File: src/rtl/sha256_pkg.sv
// Shared SHA-256 definitions: host controller states, defaults,
// the standard initial hash value and the "abc" reference digest.
package sha256_pkg;

  typedef enum logic [2:0] {
    S_IDLE,
    S_LAUNCH,
    S_WAIT_BUSY,
    S_WAIT_DONE,
    S_RD_ADDR,
    S_RD_DATA,
    S_REPORT
  } host_state_t;

  localparam int DIGEST_WORDS_DEF   = 8;
  localparam int TIMEOUT_CYCLES_DEF = 4096;

  localparam logic [255:0] SHA256_H0 = {
    32'h6a09e667, 32'hbb67ae85, 32'h3c6ef372, 32'ha54ff53a,
    32'h510e527f, 32'h9b05688c, 32'h1f83d9ab, 32'h5be0cd19
  };

  localparam logic [255:0] SHA256_ABC = {
    32'hba7816bf, 32'h8f01cfea, 32'h414140de, 32'h5dae2223,
    32'hb00361a3, 32'h96177a9c, 32'hb410ff61, 32'hf20015ad
  };

  function automatic logic [31:0] digest_word(
    input logic [255:0] d,
    input int           k
  );
    return d[255-32*k -: 32];
  endfunction

endpackage

File: src/rtl/sha256_host_ctrl_if.sv
// Engine start/done handshake plus the shared read-only memory port.
// master = host controller, slave = engine / memory side.
interface sha256_host_ctrl_if;

  logic        sha_start;
  logic [15:0] sha_message_addr;
  logic [15:0] sha_output_addr;
  logic        sha_done;
  logic        mem_clk;
  logic        mem_we;
  logic [15:0] mem_addr;
  logic [31:0] mem_read_data;

  modport master (
    output sha_start,
    output sha_message_addr,
    output sha_output_addr,
    input  sha_done,
    output mem_clk,
    output mem_we,
    output mem_addr,
    input  mem_read_data
  );

  modport slave (
    input  sha_start,
    input  sha_message_addr,
    input  sha_output_addr,
    output sha_done,
    input  mem_clk,
    input  mem_we,
    input  mem_addr,
    output mem_read_data
  );

endinterface

File: src/rtl/sha256_host_ctrl.sv
// Launches one SHA-256 run, waits for completion, reads the digest
// back from shared memory and compares it against a reference.
module sha256_host_ctrl
  import sha256_pkg::*;
#(
  parameter int DIGEST_WORDS   = DIGEST_WORDS_DEF,
  parameter int TIMEOUT_CYCLES = TIMEOUT_CYCLES_DEF
) (
  input  logic                      clk,
  input  logic                      reset_n,
  input  logic                      i_go,
  input  logic [15:0]               i_msg_addr,
  input  logic [15:0]               i_out_addr,
  input  logic [32*DIGEST_WORDS-1:0] i_expected,
  sha256_host_ctrl_if.master        eng,
  output logic [32*DIGEST_WORDS-1:0] o_digest,
  output logic                      o_busy,
  output logic                      o_result_valid,
  output logic                      o_match,
  output logic                      o_timeout
);

  localparam int DW = 32 * DIGEST_WORDS;
  localparam int IW = (DIGEST_WORDS > 1) ? $clog2(DIGEST_WORDS) : 1;
  localparam int TW = $clog2(TIMEOUT_CYCLES) + 1;
  localparam logic [IW-1:0] LAST = IW'(DIGEST_WORDS - 1);
  localparam logic [TW-1:0] TLIM = TW'(TIMEOUT_CYCLES - 1);

  host_state_t   r_state;
  host_state_t   w_next;
  logic [15:0]   r_msg;
  logic [15:0]   r_out;
  logic [15:0]   r_mem_addr;
  logic [IW-1:0] r_idx;
  logic [TW-1:0] r_cnt;
  logic [DW-1:0] r_digest;
  logic          r_match;
  logic          r_timeout;
  logic          w_tmo_hit;
  logic          w_wait_ok;
  logic          w_last;
  logic [DW-1:0] w_dig_new;

  assign w_tmo_hit = (r_cnt == TLIM);
  assign w_last    = (r_idx == LAST);
  // WAIT_BUSY waits for done to fall, WAIT_DONE for it to rise
  assign w_wait_ok = (r_state == S_WAIT_BUSY) ? !eng.sha_done
                                              : eng.sha_done;

  always_ff @(posedge clk) begin
    if (!reset_n) r_state <= S_IDLE;
    else          r_state <= w_next;
  end

  always_comb begin
    w_next = r_state;
    unique case (r_state)
      S_IDLE, S_REPORT: if (i_go) w_next = S_LAUNCH;
      S_LAUNCH:         w_next = S_WAIT_BUSY;
      S_WAIT_BUSY: begin
        if (w_wait_ok)      w_next = S_WAIT_DONE;
        else if (w_tmo_hit) w_next = S_REPORT;
      end
      S_WAIT_DONE: begin
        if (w_wait_ok)      w_next = S_RD_ADDR;
        else if (w_tmo_hit) w_next = S_REPORT;
      end
      S_RD_ADDR:        w_next = S_RD_DATA;
      S_RD_DATA:        w_next = w_last ? S_REPORT : S_RD_ADDR;
      default:          w_next = S_IDLE;
    endcase
  end

  always_comb begin
    w_dig_new = r_digest;
    for (int k = 0; k < DIGEST_WORDS; k++) begin
      if (r_idx == IW'(k)) w_dig_new[DW-1-32*k -: 32] = eng.mem_read_data;
    end
  end

  always_ff @(posedge clk) begin
    if (!reset_n) begin
      r_msg      <= '0;
      r_out      <= '0;
      r_mem_addr <= '0;
      r_idx      <= '0;
      r_cnt      <= '0;
      r_digest   <= '0;
      r_match    <= 1'b0;
      r_timeout  <= 1'b0;
    end else begin
      case (r_state)
        S_IDLE, S_REPORT: begin
          if (i_go) begin
            r_msg     <= i_msg_addr;
            r_out     <= i_out_addr;
            r_idx     <= '0;
            r_cnt     <= '0;
            r_digest  <= '0;
            r_match   <= 1'b0;
            r_timeout <= 1'b0;
          end
        end
        S_WAIT_BUSY, S_WAIT_DONE: begin
          if (!w_tmo_hit) r_cnt <= r_cnt + TW'(1);
          if (w_wait_ok) begin
            if (r_state == S_WAIT_DONE)
              r_mem_addr <= r_out + 16'(r_idx);
          end else if (w_tmo_hit) begin
            r_timeout <= 1'b1;
            r_match   <= 1'b0;
          end
        end
        S_RD_DATA: begin
          r_digest <= w_dig_new;
          // compare against the word being captured this cycle
          if (w_last) begin
            r_match <= (w_dig_new == i_expected);
          end else begin
            r_idx      <= r_idx + IW'(1);
            r_mem_addr <= r_mem_addr + 16'd1;
          end
        end
        default: ;
      endcase
    end
  end

  assign eng.sha_start        = (r_state == S_LAUNCH);
  assign eng.sha_message_addr = r_msg;
  assign eng.sha_output_addr  = r_out;
  assign eng.mem_clk          = clk;
  assign eng.mem_we           = 1'b0;
  assign eng.mem_addr         = r_mem_addr;

  assign o_digest       = r_digest;
  assign o_busy         = (r_state != S_IDLE) && (r_state != S_REPORT);
  assign o_result_valid = (r_state == S_REPORT);
  assign o_match        = r_match;
  assign o_timeout      = r_timeout;

endmodule

File: src/flat_wrapper.sv
// flat-port wrapper written by rule: the top's interface ports become plain ports
module sha256_host_ctrl_flat import sha256_pkg::*;
#(
  parameter int DIGEST_WORDS   = DIGEST_WORDS_DEF,
  parameter int TIMEOUT_CYCLES = TIMEOUT_CYCLES_DEF
)
  (clk, reset_n, i_go, i_msg_addr, i_out_addr, i_expected, o_digest, o_busy, o_result_valid, o_match, o_timeout, eng_sha_start, eng_sha_message_addr, eng_sha_output_addr, eng_sha_done, eng_mem_clk, eng_mem_we, eng_mem_addr, eng_mem_read_data);
  sha256_host_ctrl_if eng_i ();
  input  logic clk;
  input  logic reset_n;
  input  logic i_go;
  input  logic [15:0] i_msg_addr;
  input  logic [15:0] i_out_addr;
  input  logic [32*DIGEST_WORDS-1:0] i_expected;
  output logic [32*DIGEST_WORDS-1:0] o_digest;
  output logic o_busy;
  output logic o_result_valid;
  output logic o_match;
  output logic o_timeout;
  output wire logic [$bits(eng_i.sha_start)-1:0] eng_sha_start;
  output wire logic [$bits(eng_i.sha_message_addr)-1:0] eng_sha_message_addr;
  output wire logic [$bits(eng_i.sha_output_addr)-1:0] eng_sha_output_addr;
  input wire logic [$bits(eng_i.sha_done)-1:0] eng_sha_done;
  output wire logic [$bits(eng_i.mem_clk)-1:0] eng_mem_clk;
  output wire logic [$bits(eng_i.mem_we)-1:0] eng_mem_we;
  output wire logic [$bits(eng_i.mem_addr)-1:0] eng_mem_addr;
  input wire logic [$bits(eng_i.mem_read_data)-1:0] eng_mem_read_data;
  assign eng_sha_start = eng_i.sha_start;
  assign eng_sha_message_addr = eng_i.sha_message_addr;
  assign eng_sha_output_addr = eng_i.sha_output_addr;
  assign eng_i.sha_done = eng_sha_done;
  assign eng_mem_clk = eng_i.mem_clk;
  assign eng_mem_we = eng_i.mem_we;
  assign eng_mem_addr = eng_i.mem_addr;
  assign eng_i.mem_read_data = eng_mem_read_data;
  sha256_host_ctrl #(.DIGEST_WORDS(DIGEST_WORDS), .TIMEOUT_CYCLES(TIMEOUT_CYCLES)) u_core (.clk(clk), .reset_n(reset_n), .i_go(i_go), .i_msg_addr(i_msg_addr), .i_out_addr(i_out_addr), .i_expected(i_expected), .eng(eng_i), .o_digest(o_digest), .o_busy(o_busy), .o_result_valid(o_result_valid), .o_match(o_match), .o_timeout(o_timeout));
endmodule
File: config.mk
export PLATFORM = sky130hd
export DESIGN_NAME = sha256_host_ctrl_flat
export DESIGN_NICKNAME = d
export VERILOG_FILES = /design/src/rtl/sha256_pkg.sv /design/src/rtl/sha256_host_ctrl_if.sv /design/src/rtl/sha256_host_ctrl.sv /design/src/flat_wrapper.sv
export SDC_FILE = /design/constraint.sdc
export NUM_CORES = 1
export LEC_CHECK = 0
export BUFFER_PORTS_ARGS = -buffer_cell sky130_fd_sc_hd__buf_2
export CAP_MARGIN = 0
export CORE_AREA = 2 2 247 249
export DETAILED_ROUTE_END_ITERATION = 12
export DIE_AREA = 0 0 249 251
export GPL_TIMING_DRIVEN = 0
export MAX_ROUTING_LAYER = met4
export PLACE_DENSITY = 0.63
export SLEW_MARGIN = 30
export SYNTH_ARGS = -nofsm -noshare
export SYNTH_HDL_FRONTEND = slang
export SYNTH_SLANG_ARGS = --single-unit
File: constraint.sdc
create_clock -name clk -period 3.27 [get_ports clk]
set_input_delay 0.327 -clock clk [delete_from_list [all_inputs] [get_ports clk]]
set_output_delay 0.327 -clock clk [all_outputs]
set_load 0.03 [all_outputs]
## After elaboration in Yosys (flattened, before gate mapping)

Cells that the tools add are included.

| storage, ports and cells | value |
|---|---|
| register bits | 325 |
| input port bits | 324 |
| output and inout port bits | 311 |
| word-level logic and storage cells | 90 |

| operators by class | value |
|---|---|
| $add $sub $neg | 4 |
| eq/ne operators | 24 |
| mux-type cells | 35 |
| reduce and logical (&&, ||, !) cells | 18 |

Operators with widths:

| cell | count |
|---|---|
| case mux 256 bit (2 select lines) | 1 |
| equality test 256 bit | 1 |
| 2-to-1 mux 256 bit | 1 |
| 2-to-1 mux 32 bit | 8 |
| 2-to-1 mux 16 bit | 3 |
| case mux 16 bit (2 select lines) | 1 |
| 2-to-1 mux 13 bit | 2 |
| case mux 13 bit (2 select lines) | 1 |
| equality test 3 bit, second input constant | 7 |
| 2-to-1 mux 3 bit | 6 |
| case mux 3 bit (6 select lines) | 1 |
| adder 16 x 1 -> 16 bit, second input constant | 1 |
| adder 16 x 3 -> 16 bit | 1 |
| adder 13 x 1 -> 13 bit, second input constant | 1 |
| equality test 13 x 12 -> 1 bit, second input constant | 1 |
| equality test 3 x 2 -> 1 bit, second input constant | 4 |
| != test 2 x 1 -> 1 bit, second input constant | 4 |
| != test 2 bit, second input constant | 4 |
| AND reduction 4 bit | 2 |
| 2-to-1 mux 1 bit | 7 |
| equality test 3 x 1 -> 1 bit, second input constant | 2 |
| logical NOT 3 bit | 2 |
| case mux 3 bit (2 select lines) | 1 |
| AND reduction 3 bit | 2 |
| 12 further kinds | 17 |

## Logic depth before layout (Yosys ltp)

| logic depth | value |
|---|---|
| depth after elaboration | 5 |
| mapped depth | 14 |
| mapped depth without buffers | 11 |

==> run_summary.xml <==
<?xml version="1.0" encoding="UTF-8"?>
<metrics>
  <group name="floorplanning">
    <metric name="floorplan.die.height" unit="µm">251</metric>
    <metric name="dieArea" unit="µm²">62500</metric>
    <metric name="number_of_rows_in_the_core_area" unit="">90</metric>
    <metric name="chipWidth" unit="µm">249</metric>
    <metric name="floorplan.io_pins" unit="">635</metric>
    <metric name="initial_utilization" unit="%">31.3</metric>
    <metric name="fp.coreArea" unit="µm²">59800</metric>
  </group>
  <group name="timing">
    <metric name="grt_setup_unrepaired" unit="">true</metric>
    <metric name="maxSlewViolCount" unit="">0</metric>
    <metric name="setup_viol" unit="">1</metric>
    <metric name="max_slew_margin" unit="%">21.2</metric>
    <metric name="finalClockSkew" unit="ps">21.0</metric>
    <metric name="slew_at_the_pin_closest_to_its_max_slew_limit" unit="ps">1180</metric>
    <metric name="hold_viol" unit="">0</metric>
    <metric name="max_frequency" unit="MHz">264</metric>
    <metric name="final_period_demand_of_the_worst_path" unit="ps">3790</metric>
    <metric name="final.setup.worst_slack" unit="ps">-516</metric>
    <metric name="final_period_utilization" unit="%">116</metric>
  </group>
  <group name="synthesis">
    <metric name="synth_seq_area_share" unit="%">34.8</metric>
    <metric name="synth_fp_nets" unit="">2499</metric>
    <metric name="synthCells" unit="">2163</metric>
    <metric name="synthTopCellsByCount" unit="">325 x dfxtp_1, 266 x nor2b_1, 256 x a22oi_1</metric>
    <metric name="dominantRegCellSynth" unit="">dfxtp_1</metric>
    <metric name="yosys-mux-area-fraction" unit="%">12.2</metric>
    <metric name="synth_area_per_inst" unit="µm²">8.65</metric>
    <metric name="synth-seq-cells" unit="">325</metric>
    <metric name="largest_cells_by_area_after_synthesis" unit="">dfxtp_1 35%, mux2i_1 12%, a22oi_1 10%, nor2b_1 8.9%, xor2_1 4.3%</metric>
    <metric name="post-synth-top-count-cell" unit="">dfxtp_1</metric>
    <metric name="largest_family_of_logic_cells_by_synthesized_area" unit="">compound AO/OA/AOI/OAI gates</metric>
    <metric name="yosys_warnings" unit="">0</metric>
    <metric name="synthAdderAreaFrac" unit="%">0.896</metric>
    <metric name="async_reset_ff_share" unit="%">0</metric>
    <metric name="synth_top_area_share" unit="%">34.8</metric>
    <metric name="synthesis.area" unit="µm²">18700</metric>
    <metric name="synth_area_leader_cell" unit="">dfxtp_1</metric>
    <metric name="basic_gate_share_of_the_synthesized_area_counting_and_or_nand_and_nor_cells" unit="%">18.5</metric>
    <metric name="synthesized_area_fraction_occupied_by_xor_and_xnor_cells" unit="%">7.67</metric>
    <metric name="synth_enable_flop_cells" unit="">0</metric>
    <metric name="synth_compound_gate_area_share" unit="%">20.9</metric>
    <metric name="yosys.cell_types.count" unit="">64</metric>
  </group>
  <group name="pwr">
    <metric name="cellPowerDensity" unit="nW/µm²">414</metric>
    <metric name="report.power.total" unit="µW">11000</metric>
    <metric name="power.static_leakage" unit="µW">0.0104</metric>
    <metric name="vdd_ir_drop_max" unit="mV">0.596</metric>
  </group>
  <group name="placed_design">
    <metric name="place.gp.congestion" unit="">1.11</metric>
    <metric name="post-place-cells" unit="">3568</metric>
    <metric name="hpwlAfterDp" unit="µm">110000</metric>
    <metric name="dpl-instance-area" unit="µm²">22900</metric>
    <metric name="i_o_buffers" unit="">619</metric>
  </group>
  <group name="setup_path">
    <metric name="max_stage_delay" unit="ps">570</metric>
    <metric name="critical_path.startpoint_type" unit="">flip-flop</metric>
    <metric name="timing.critical_path.required" unit="ps">3900</metric>
    <metric name="worstSetupPathType" unit="">reg -&gt; reg</metric>
    <metric name="cpMaxStageDelayCell" unit="">or4_4</metric>
    <metric name="path_cells" unit="">buf_12 -&gt; ha_4 -&gt; and2_1 -&gt; buf_12 -&gt; buf_12 -&gt; mux2i_1 -&gt; o22ai_1 -&gt; a211oi_2 -&gt; nand4_1 -&gt; nor4_4 -&gt; nand4_1 -&gt; or4_4 -&gt; mux2i_1</metric>
    <metric name="worst_setup_path_end_kind" unit="">flip-flop</metric>
    <metric name="worstPathArrival" unit="ps">4410</metric>
    <metric name="critical_path.max_fanout" unit="">6</metric>
    <metric name="critical-path-top-cell-by-count" unit="">buf_12</metric>
  </group>
  <group name="global_route">
    <metric name="grt_use_total" unit="%">44.0</metric>
    <metric name="grt_remaining_overflow" unit="">0</metric>
    <metric name="grt_start_max_net_pins" unit="">13</metric>
    <metric name="grt_pass1_vias" unit="">21300</metric>
    <metric name="initial_antenna_violation_count" unit="">28</metric>
    <metric name="grt_first_pass_wirelength" unit="µm">183000</metric>
  </group>
  <group name="run">
    <metric name="maxCapViolCount" unit="">0</metric>
  </group>
  <group name="routing">
    <metric name="drc" unit="">0</metric>
    <metric name="drt-wirelength-per-cell" unit="µm">36.8</metric>
    <metric name="drt_first_pass_iters" unit="">8</metric>
    <metric name="drt-vias-per-instance" unit="">6.03</metric>
    <metric name="detail_route.wirelength" unit="µm">139000</metric>
    <metric name="num_vias" unit="">22800</metric>
    <metric name="dr.first_iter.drc_count" unit="">2782</metric>
    <metric name="antenna_violating_nets_post_route" unit="">0</metric>
  </group>
  <group name="finish">
    <metric name="num-nets-final" unit="">3265</metric>
    <metric name="drive_gt1_share" unit="%">31.0</metric>
    <metric name="utilization" unit="%">44.3</metric>
    <metric name="layout-area-overhead-vs-synth" unit="%">41.5</metric>
    <metric name="layout.cell_area.non_filler" unit="µm²">26500</metric>
    <metric name="fin_cells" unit="">3775</metric>
  </group>
  <group name="clocking">
    <metric name="worstSkewPairLatency" unit="ps">710</metric>
    <metric name="cts.clk_slew.worst_paths" unit="ps">60</metric>
    <metric name="clock_tree_from_tritoncts" unit="">built</metric>
  </group>
  <group name="worst_hold_path">
    <metric name="min_path_type" unit="">in -&gt; reg</metric>
  </group>
  <group name="run_status">
    <metric name="failed_checks" unit="">negative setup slack</metric>
    <metric name="run_status" unit="">finished with violations</metric>
  </group>
</metrics>
## critical path: cells and delay by family, from the launching register on
kind,cells,cell delay (ps)
muxes,2,560
buffers and inverters,3,400
DFF,1,370
adders and majority gates,1,180
AOI/OAI and AO/OA,2,590
and+or+nand+nor,5,1610
## cells in the final DEF, fill, tap and decap left out, drive strengths merged, types with 38 or more instances in the layout
cell,count
a22oi,256
clkbuf,211
xnor2,73
nand2,140
o21ai,71
nor2b,267
a21oi,73
mux2i,225
nor2,87
dfxtp,325
inv,38
xor2,91
buf,730
## cell type report
cell class                      count  area (µm²)
Clock inverter                     13         200
Fill cell                        6013       33300
Clock buffer                       67        1350
Tap cell                          782         978
Sequential cell                   325        6520
Multi-Input combinational cell   1613       12000
Antenna cell                       31        77.6
Buffer                            189        1140
Timing Repair Buffer              719        4050
Inverter                           36         150
## through the flow
step                      setup slack [ps]  hold WS (ps)  setup TNS [ps]
after floorplan                        303           425               0
after CTS                             -381          37.6            -381
after global routing                  -464           112            -494
after detailed placement             -1810           438          -42740
after global placement               -2240           435          -42850
final                                 -516          50.7            -516
## sequential cells by signal, indices dropped and copies added (netlist names)
name / count
u_core.eng.sha_message_addr: 16
u_core.eng.sha_output_addr: 16
u_core.o_digest: 256
u_core.r_state: 3
u_core.o_match: 1
u_core.r_idx: 3
u_core.r_cnt: 13
u_core.o_timeout: 1
u_core.eng.mem_addr: 16
## routing by layer
metal	GRT usage, %	vias to the layer above	part of all wire, %
met3	14.9	530	13
met1	48.3	10900	35
met2	65.0	2002	42
li1	-	9363	-
met4	35.8	0	10
met5	-	-	0
## repair_timing
| item | in CTS | in global routing |
|---|---|---|
| buffers inserted | 47 | 16 |
| endpoints found under the hold margin | 33 | 0 |
| gates resized for setup | 198 | 45 |
| setup endpoints to repair | 184 | 34 |
| pin swaps | 32 | 25 |
| cloned | 1 | 0 |
| hold buffers | 33 | 0 |
## cells by family after synthesis
family                     count (synthesis)
muxes                                    228
and+or+nand+nor                          644
xor gates and xnor gates                 164
DFF                                      325
AOI/OAI and AO/OA                        563
other                                      1
buffers and inverters                    225
adders and majority gates                 13
## report_power, final
part | switching [µW] | internal [µW] | leakage (µW)
clock network | 2080 | 3250 | 0.000771
logic | 1150 | 455 | 0.00703
registers | 34.8 | 3990 | 0.00262
total | 3270 | 7700 | 0.0104
## final timing paths
| check | slack, ps | startpoint | to | depth (start not counted) |
|---|---|---|---|---|
| max | -520 | u_core.r_idx[0] | u_core.o_match | 13 |
| min | 50 | eng_sha_done | u_core.r_state[1] | 3 |
| max reg2reg | -520 | u_core.r_idx[0] | u_core.o_match | 13 |
| min reg2reg | 440 | u_core.r_cnt[12] | u_core.r_cnt[12] | 2 |
Note: power is estimated with default switching activity, not from simulation.
